<file path="src/rtl/rv32i_types_pkg.sv">
// rv32i_types: types and constants shared by the RV32I pipeline stages.
//   fetch_state_t : fetch FSM states (FETCH, DRAIN, HOLD)
//   NOP_INSN      : canonical bubble instruction (addi x0,x0,0)
//   if_id_t       : IF/ID boundary record {valid, pc, ir}, also read by decode
//   pc_inc()      : sequential PC step, 32-bit modulo
package rv32i_types;

  typedef enum logic [1:0] {
    FETCH = 2'd0,  // read outstanding or about to be issued on req_addr
    DRAIN = 2'd1,  // stale read outstanding; its data will be thrown away
    HOLD  = 2'd2   // skid buffer full, no read issued
  } fetch_state_t;

  localparam logic [31:0] NOP_INSN = 32'h0000_0013;

  typedef struct packed {
    logic        valid;
    logic [31:0] pc;
    logic [31:0] ir;
  } if_id_t;

  // Wraps naturally at 2^32 (0xFFFF_FFFC + 4 -> 0).
  function automatic logic [31:0] pc_inc(input logic [31:0] pc);
    return pc + 32'd4;
  endfunction

endpackage

</file>
<file path="src/rtl/fetch_stage.sv">
// fetch_stage: IF stage of the 5-stage RV32I pipeline.
// Owns the fetch PC, runs the i-side read handshake, and fills the IF/ID
// boundary. A one-entry skid buffer absorbs a word that returns while decode
// is stalled; redirects that arrive mid-read wait for the stale read to
// complete (DRAIN) before the new target is requested.
//
// Ports:
//   clk, rst                 clock, asynchronous active-low reset
//   i_mem_rdata/i_mem_resp   instruction word and single-cycle completion
//   i_mem_address/i_mem_read fetch address and read request (held to resp)
//   i_mem_write/i_mem_wdata  tied to zero (fetch never writes)
//   stall                    decode not consuming; IF/ID holds
//   redirect_valid/_pc       control-flow change, beats stall everywhere
//   if_id_valid/_pc/_ir      IF/ID boundary contents
module fetch_stage
  import rv32i_types::*;
#(
  parameter logic [31:0] RESET_PC = 32'h0000_0060
) (
  input  logic        clk,
  input  logic        rst,
  input  logic [31:0] i_mem_rdata,
  input  logic        i_mem_resp,
  output logic [31:0] i_mem_address,
  output logic        i_mem_read,
  output logic        i_mem_write,
  output logic [31:0] i_mem_wdata,
  input  logic        stall,
  input  logic        redirect_valid,
  input  logic [31:0] redirect_pc,
  output logic        if_id_valid,
  output logic [31:0] if_id_pc,
  output logic [31:0] if_id_ir
);

  fetch_state_t state_q;
  logic [31:0]  req_addr_q;
  logic [31:0]  target_q;
  logic [31:0]  skid_pc_q;
  logic [31:0]  skid_ir_q;
  if_id_t       if_id_q;

  logic [31:0]  seq_pc_d;
  logic [31:0]  drain_dest_d;

  assign seq_pc_d     = pc_inc(req_addr_q);
  // A redirect arriving in the same cycle as the stale response is newer
  // than anything already captured in target_q.
  assign drain_dest_d = redirect_valid ? redirect_pc : target_q;

  always_ff @(posedge clk or negedge rst) begin
    if (!rst) begin
      state_q    <= FETCH;
      req_addr_q <= RESET_PC;
      target_q   <= '0;
      skid_pc_q  <= '0;
      skid_ir_q  <= '0;
      if_id_q    <= '{valid: 1'b0, pc: 32'd0, ir: NOP_INSN};
    end else begin
      // Default IF/ID behaviour: bubble when decode consumes or on any
      // redirect, otherwise hold. State cases below override with a real
      // instruction when one is available.
      if (redirect_valid || !stall) begin
        if_id_q.valid <= 1'b0;
        if_id_q.ir    <= NOP_INSN;
      end

      case (state_q)
        FETCH: begin
          if (i_mem_resp) begin
            if (redirect_valid) begin
              req_addr_q <= redirect_pc;
            end else begin
              req_addr_q <= seq_pc_d;
              if (stall) begin
                skid_pc_q <= req_addr_q;
                skid_ir_q <= i_mem_rdata;
                state_q   <= HOLD;
              end else begin
                if_id_q <= '{valid: 1'b1, pc: req_addr_q, ir: i_mem_rdata};
              end
            end
          end else if (redirect_valid) begin
            // Read in flight on the old path: it must complete unchanged.
            target_q <= redirect_pc;
            state_q  <= DRAIN;
          end
        end

        DRAIN: begin
          if (i_mem_resp) begin
            req_addr_q <= drain_dest_d;
            state_q    <= FETCH;
          end else if (redirect_valid) begin
            target_q <= redirect_pc;
          end
        end

        HOLD: begin
          if (redirect_valid) begin
            req_addr_q <= redirect_pc;
            state_q    <= FETCH;
          end else if (!stall) begin
            if_id_q <= '{valid: 1'b1, pc: skid_pc_q, ir: skid_ir_q};
            state_q <= FETCH;
          end
        end

        default: state_q <= FETCH;
      endcase
    end
  end

  // Gated by rst so the request drops immediately when reset is asserted.
  assign i_mem_read    = rst && (state_q != HOLD);
  assign i_mem_address = req_addr_q;
  assign i_mem_write   = 1'b0;
  assign i_mem_wdata   = '0;

  assign if_id_valid = if_id_q.valid;
  assign if_id_pc    = if_id_q.pc;
  assign if_id_ir    = if_id_q.ir;

endmodule

</file>
<file path="config.mk">
export PLATFORM = sky130hd
export DESIGN_NAME = fetch_stage
export DESIGN_NICKNAME = d
export VERILOG_FILES = /design/src/rtl/rv32i_types_pkg.sv /design/src/rtl/fetch_stage.sv
export SDC_FILE = /design/constraint.sdc
export NUM_CORES = 1
export LEC_CHECK = 0
export ABC_AREA = 1
export BUFFER_PORTS_ARGS = -buffer_cell sky130_fd_sc_hd__buf_2
export CAP_MARGIN = 20
export CORE_MARGIN = 1
export CORE_UTILIZATION = 40
export CTS_BUF_LIST = sky130_fd_sc_hd__clkbuf_4 sky130_fd_sc_hd__clkbuf_8
export CTS_CLUSTER_DIAMETER = 60
export CTS_CLUSTER_SIZE = 14
export DETAILED_ROUTE_END_ITERATION = 7
export PLACE_DENSITY = 0.68
export SLEW_MARGIN = 20
export SYNTH_ARGS = -nofsm -noshare
export SYNTH_HDL_FRONTEND = slang
export SYNTH_SLANG_ARGS = --single-unit
</file>
<file path="constraint.sdc">
create_clock -name clk -period 3.6 [get_ports clk]
set_input_delay 0.36 -clock clk [delete_from_list [all_inputs] [get_ports clk]]
set_output_delay 0.36 -clock clk [all_outputs]
set_load 0.01 [all_outputs]
</file>
==> results.md, run 1 <==
- Status: complete, no violations
- Final Critical Period: ~2.6 ns
- Post-synth ARST share: 100%
- Row Count: a little under 60
- Drt first pass iters: 6
- Final Skew: just over 0.01 ns
- Initial cell density of the core: 40.6%
- #FFs+latches synth: 195
- Largest net degree at the start of global routing: 73
- Total vias in the final route: 9172
- Hold Path Class: primary input to flop
- Main combinational cell family by area after synthesis: simple AND/OR/NAND/NOR gates
- Clock slew at reported path FFs: 0.11 ns
- CTS Sinks: 195
- Post-CTS Resized: 0
- # DRC: 0
- Worst setup SP type: flop
- PD cells: 806 mW/mm2
- CP peak stage delay: 0.59 ns
- Netlist cell types: 32
- Worst-skew pair later-pin latency: 0.48 ns
- Post-route ant nets: 0
- Final period util: 73.6%
- Internal power: just over 5 mW
- Die area: between 0.02 and 0.03 mm2
- GRT Resource Usage Total: 21.9%
- Synth Area in XOR/XNOR: 0.172%
- Fin. max-slew vios: 0
- Core Box Area: 0.0251 mm2
- Clk pwr share: 15.9%
- RSZ-0062 raised after global routing: no
- Die Ht: 162 um
- CTS tree: yes
- Area of the mapped netlist: approximately 0.01 mm2
- Total congestion overflow: 0
- Number of synthesized flops with an enable pin: 0
- Longest Clk Path Bufs: 2
- Routability cong.: 0.866
- Slowest cell on the critical path: nand2_1
- Most numerous cell on the critical path: nand2_1
- Final Hold Fails: 0
- Worst-path cell chain: inv_1 -> ha_1 -> nand2_1 -> inv_2 -> nand2_1 -> buf_4 -> o211ai_1
- CTS buffer count: 17
- Mux contribution to synthesized area: 2.21%
- WS Path Type: flop to flop
- Core Util, Final: approximately 46%
- Fin nets: 1491
- Drt wl/cell: 16.1 um
- Critical Path AT: 3.05 ns
- Post-DR vias/cell: approximately 5.2
- Worst VDD drop: approximately 360 uV
- Pwr Total: about 9.3 mW
- Final setup fails: 0
- Synth warn: 0
- P&R area growth vs syn: 12.9%
- Post-synthesis sequential area ratio: between 40% and 50%
- Synth Area in Compound Gates: 17.8%
- Mapped Cells: 1293
- Post-CTS setup buffers: 0
- I/O pin count: 200
- Root buf cell: clkbuf_8
- Post-Synth Adder-Cell Area: 0.614%
- # diodes: 0
- Slew HR: between 40 and 50%
- CP Data Required Time: around 4.0 ns
- Slew @ Worst Pin: 0.833 ns
- Peak Freq: 0.378 GHz
- Hold depth: 2
- Sum of negative setup slack: 0 ns
- CP Capture Type: flop
- CTS Hold Bufs: 1
- Switching Share: 45.5%
- Post-DP HPWL: around 19000 um
- Vias in the first global route: ~8.4k
- Initial DRC count: 975
- Sw Pwr: between 4 and 5 mW
- Simple-gate share of the synthesized area: 20.8%
- Layout cell share with drive strength beyond 1: 17.6%
- H-tree depth: 4
- Buffers added on ports: 166
- Syn_area_per_cell: approximately 7.9 um2
- WL final: 28300 um
- Gate power share: ~43%
- Seq pwr share: 40.9%
- Leak: ~5.7 nW
- Die Width: 162 um
- Max_cap viols: 0
- Predominant post-synthesis flop cell: dfrtp_1
- First-pass GRT wire length: 44900 um
- Initial antenna violation count: 0
- Crit Path Max Fanout: 24
- R2R depth: 7
==> registers in the layout, summed over array words and instances (netlist names) <==
| signal | cells |
|---|---|
| if_id_valid | 1 |
| if_id_pc | 32 |
| if_id_ir | 32 |
| skid_pc_q | 32 |
| i_mem_address | 32 |
| target_q | 32 |
| state_q | 2 |
| skid_ir_q | 32 |
==> cell usage after synthesis, types with 2 or more instances <==
cell | n | share of area, %
a22oi_1 | 35 | 2.6
nand3_1 | 115 | 5.6
inv_1 | 116 | 4.3
clkbuf_1 | 35 | 1.3
a21boi_0 | 9 | 0.66
o21ai_1 | 3 | 0.15
nand2_1 | 331 | 12
o211ai_1 | 30 | 2.2
buf_4 | 37 | 2.7
o21ai_0 | 165 | 8.1
inv_2 | 5 | 0.18
buf_2 | 28 | 1.4
nand2_2 | 2 | 0.12
and2_1 | 2 | 0.12
nor2_2 | 2 | 0.12
ha_1 | 5 | 0.61
a21oi_1 | 80 | 3.9
buf_6 | 3 | 0.33
buf_1 | 5 | 0.18
dfstp_2 | 5 | 1.3
dfrtp_1 | 190 | 47
a211oi_1 | 2 | 0.15
mux2_2 | 20 | 2.2
nor2_1 | 60 | 2.2
==> cell usage in the layout, fill, tap and decap left out, drive strengths merged, types with 2 or more instances in the layout <==
cell type,Yosys,layout
o21ai,168,168
dfstp,5,5
clkinv,0,5
nand2,333,333
buf,73,180
ha,5,5
dfrtp,190,190
clkbuf,36,18
mux2,20,20
inv,121,129
and2,2,2
nor2,63,63
a22oi,35,35
o211ai,30,30
a21oi,80,80
conb,1,33
nand3,115,115
a211oi,2,2
a21boi,9,9
nor3,2,2
==> power groups by stage <==
| stage | Sequential, mW | Combinational [mW] | Clock [mW] |
|---|---|---|---|
| floorplan | 3.79 | 2.71 | 0 |
| global placement | 3.80 | 3.90 | 0 |
| detailed placement | 3.83 | 3.98 | 0 |
| CTS | 3.78 | 4.01 | 1.50 |
| global route | 3.90 | 4.55 | 1.60 |
| finish | 3.79 | 4.01 | 1.48 |
==> metal layers <==
layer  routed length, um  part of all wire [%]  up-vias  track usage, %
met1               13400                    47     4330            32.0
met2               12600                    45      365            33.2
met5                   0                     0        -               0
met3                1870                   6.6       30            3.95
met4                 401                   1.4        0            5.79
li1                    -                     -     4447               -
==> cell families after synthesis <==
group                    after synthesis
adder cells (fa/ha/maj)                5
flip-flops                           195
multiplexers                          20
AO/OA/AOI/OAI                        324
other                                  1
AND/OR/NAND/NOR                      516
buffers and inverters                230
XOR/XNOR                               2
==> stage by stage <==
| step | cells | worst slack [ns] | hold WS, ns | instance area (um2) |
|---|---|---|---|---|
| after floorplan | 1325 | 1.80 | 0.0644 | 10300 |
| after global placement | 1727 | 1.04 | 0.405 | 11100 |
| after detailed placement | 1727 | 0.975 | 0.409 | 11100 |
| after CTS | 1760 | 0.977 | 0.109 | 11500 |
| after global routing | 1760 | 0.720 | 0.110 | 11500 |
| final | 1760 | 0.952 | 0.132 | 11500 |
==> cell type report <==
type / count / area, um2
fillers: 2536 / 13600
flip-flops and latches: 195 / 4890
multi-input cells: 900 / 4380
repair buffers: 182 / 975
inverters: 121 / 454
well taps: 330 / 413
clock buffers: 17 / 234
clock inverters: 15 / 164
==> worst paths after layout <==
| path | start | end | slack (ns) |
|---|---|---|---|
| min in group asynchronous | rst | skid_ir_q[24] | 0.41 |
| setup reg to reg | state_q[0] | if_id_ir[13] | 0.95 |
| max in group asynchronous | rst | target_q[18] | 2.14 |
| hold / removal | i_mem_rdata[1] | skid_ir_q[1] | 0.13 |
| hold reg to reg | skid_pc_q[30] | skid_pc_q[30] | 0.49 |
| setup / recovery | state_q[0] | if_id_ir[13] | 0.95 |
==> critical path, delay by kind of cell, from the launching register on <==
family | cells | cell delay (ns)
AND/OR/NAND/NOR | 2 | 0.71
AO/OA/AOI/OAI | 1 | 0.24
buffers and inverters | 3 | 0.86
flip-flops | 1 | 0.45
adder cells (fa/ha/maj) | 1 | 0.28
Power figures use the tool's default switching activity.
==> run 2: changes to the inputs <==
Clock period 3.6 ns to 2.7 ns, I/O delays scaled along.
==> run 2 against run 1 <==
  * Count of clock-buffer cells in the layout up 1
  * Worst hold slack worse by 0.096 ns
  * Flip-flop and latch count unchanged
  * Combinational power up 34%
  * Cell count up 0.40%
  * Global-route usage down 0.18 points
  * Sequential share of layout area down 0.27 points
==> results.md, run 2 (synthesis results as in run 1) <==
- Status: complete, no violations
- Top layer in use: met4
- DR WL met3: 1740 um (-6.9%)
- Max_cap viols: 0 (unchanged)
- RSZ-0062 raised after global routing: no
- Initial DRC count: 809 (-17%)
- Clock slew at reported path FFs: 0.12 ns (about the same)
- Slew @ Worst Pin: 0.953 ns (+0.120 ns)
- Hold Path Class: primary input to flop
- Final Hold Fails: 0 (unchanged)
- Layout cell share with drive strength beyond 1: 18.0% (+0.40 points)
- Slew HR: 36.5% (-7.8 points)
- GRT Resource Usage Total: 21.7% (-0.18 points)
- Fin. max-slew vios: 0 (unchanged)
- Root buf cell: clkbuf_8
- Peak Freq: slightly below 0.4 GHz
- Longest Clk Path Bufs: 2 (unchanged)
- Met2 wire len: 12100 um (-3.9%)
- Vias in the first global route: 8343 (-0.75%)
- Die Ht: 162 um (unchanged)
- Routability cong.: 0.867 (about the same)
- Worst VDD drop: 472 uV (+30%)
- Die Width: 162 um (unchanged)
- Post-route ant nets: 0 (unchanged)
- Initial antenna violation count: 0 (unchanged)
- I/O pin count: 200 (unchanged)
- Post-CTS Resized: 0 (unchanged)
- Most common cell after layout, fill and taps aside: nand2_1
- Setup slack, reg-to-reg: 0.51 ns (-0.44 ns)
- CP Data Required Time: 2.43 ns (-1.57 ns)
- Final Critical Period: 2.53 ns
- Post-DR vias/cell: 5.16 (-0.95%)
- Final setup fails: 0 (unchanged)
- # DRC: 0 (unchanged)
- First-pass GRT wire length: 44900 um (about the same)
- Sum of negative setup slack: 0 ns (unchanged)
- CTS Hold Bufs: 1 (unchanged)
- Total vias in the final route: 9121 (-0.56%)
- Fin nets: 1498 (+0.47%)
- Worst-path cell chain: inv_1 -> ha_2 -> buf_4 -> nor2_1 -> buf_2
- CTS tree: yes
- WL final: 27600 um (-2.5%)
- Slowest cell on the critical path: buf_4
- Initial cell density of the core: 40.6% (unchanged)
- CTS buffer count: 17 (unchanged)
- Clk pwr share: 15.5% (-0.4 points)
- Largest net degree at the start of global routing: 79 (+8.2%)
- Filler Cell Count: 2511 (-0.99%)
- H-tree depth: 4 (unchanged)
- Row Count: 58 (unchanged)
- Drt wl/cell: 15.6 um (-2.9%)
- Die area: 0.0261 mm2 (unchanged)
- P&R area growth vs syn: 13.6%
- Crit Path Max Fanout: 78 (+230%)
- Switching Share: 44.9% (-0.58 points)
- Core Box Area: 0.0251 mm2 (unchanged)
- Sw Pwr: 5.54 mW (+31%)
- CTS Sinks: 195 (unchanged)
- Final Skew: 0.0158 ns (+0.00540 ns)
- Post-DP Area: 0.0112 mm2 (+0.70%)
- # diodes: 0 (unchanged)
- Cell area after layout: 0.0116 mm2 (+0.64%)
- CP Capture Type: output pin
- Core Util, Final: 46.1% (+0.29 points)
- Drt first pass iters: 7 (+1)
- Critical Path AT: 2.26 ns (-0.79 ns)
- Seq pwr share: 40.9% (about the same)
- Worst setup SP type: flop
- PD cells: 1070 mW/mm2 (+32%)
- Post-CTS setup buffers: 0 (unchanged)
- Worst-skew pair later-pin latency: 0.48 ns (about the same)
- Internal power: 6.80 mW (+35%)
- Metal-1 WL: 13400 um (-0.39%)
- Leak: 5.70 nW (+0.48%)
- CP peak stage delay: 0.74 ns (+0.15 ns)
- Buffers added on ports: 166 (unchanged)
- Total congestion overflow: 0 (unchanged)
- Final period util: 93.8%
- Gate power share: 43.5% (+0.3 points)
- Post-DP HPWL: 19100 um (-0.75%)
- WS Path Type: flop to output pin
- Most frequent cells in the layout: 331 x nand2_1, 190 x dfrtp_1, 165 x o21ai_0, 165 x buf_2, 116 x inv_1
## run 2: worst paths after layout
kind                                endpoint  cells after the start            from
hold reg to reg                 skid_pc_q[8]                      2    skid_pc_q[8]
setup reg to reg                if_id_pc[27]                      7      state_q[0]
hold / removal                  skid_ir_q[0]                      2  i_mem_rdata[0]
setup / recovery                  i_mem_read                      5      state_q[0]
max in group asynchronous  i_mem_address[17]                      3             rst
min in group asynchronous       skid_ir_q[0]                      2             rst
## run 2: stage by stage
stage	hold slack [ns]	power [mW]	instances	setup WS [ns]
finish	0.0363	12.3	1767	0.166
global route	0.00679	13.4	1767	0.0197
CTS	0.00619	12.4	1767	0.136
detailed placement	0.202	10.4	1734	0.542
global placement	0.205	10.3	1734	0.568
floorplan	-0.0256	8.66	1325	0.937
## run 2: cell type report
| class | instances | area [um2] | share of cell area, % |
|---|---|---|---|
| clock inverters | 14 | 146 | 1.26 |
| inverters | 121 | 454 | 3.92 |
| well taps | 330 | 413 | 3.57 |
| multi-input cells | 900 | 4380 | 37.8 |
| clock buffers | 18 | 248 | 2.14 |
| flip-flops and latches | 195 | 4890 | 42.2 |
| repair buffers | 189 | 1050 | 9.09 |
## run 2: power by group through the flow
stage                     sequential [mW]  clock (mW)  combinational [mW]
after detailed placement             5.10           0                5.35
final                                5.05        1.92                5.37
after global placement               5.05           0                5.25
after global routing                 5.20        2.09                6.15
after floorplan                      5.05           0                3.61
after CTS                            5.04        1.98                5.38
## run 2: metal layers
layer | vias up | track usage [%]
met3 | 28 | 3.93
li1 | 4465 | -
met2 | 349 | 32.8
met1 | 4279 | 31.9
met4 | 0 | 5.32
met5 | - | 0
## run 2: worst max-delay path, delay by kind of cell, from the launching register on
kind / cells / cell delay, ns
AND/OR/NAND/NOR: 1 / 0.10
buffers and inverters: 3 / 1.02
flip-flops: 1 / 0.46
adder cells (fa/ha/maj): 1 / 0.20
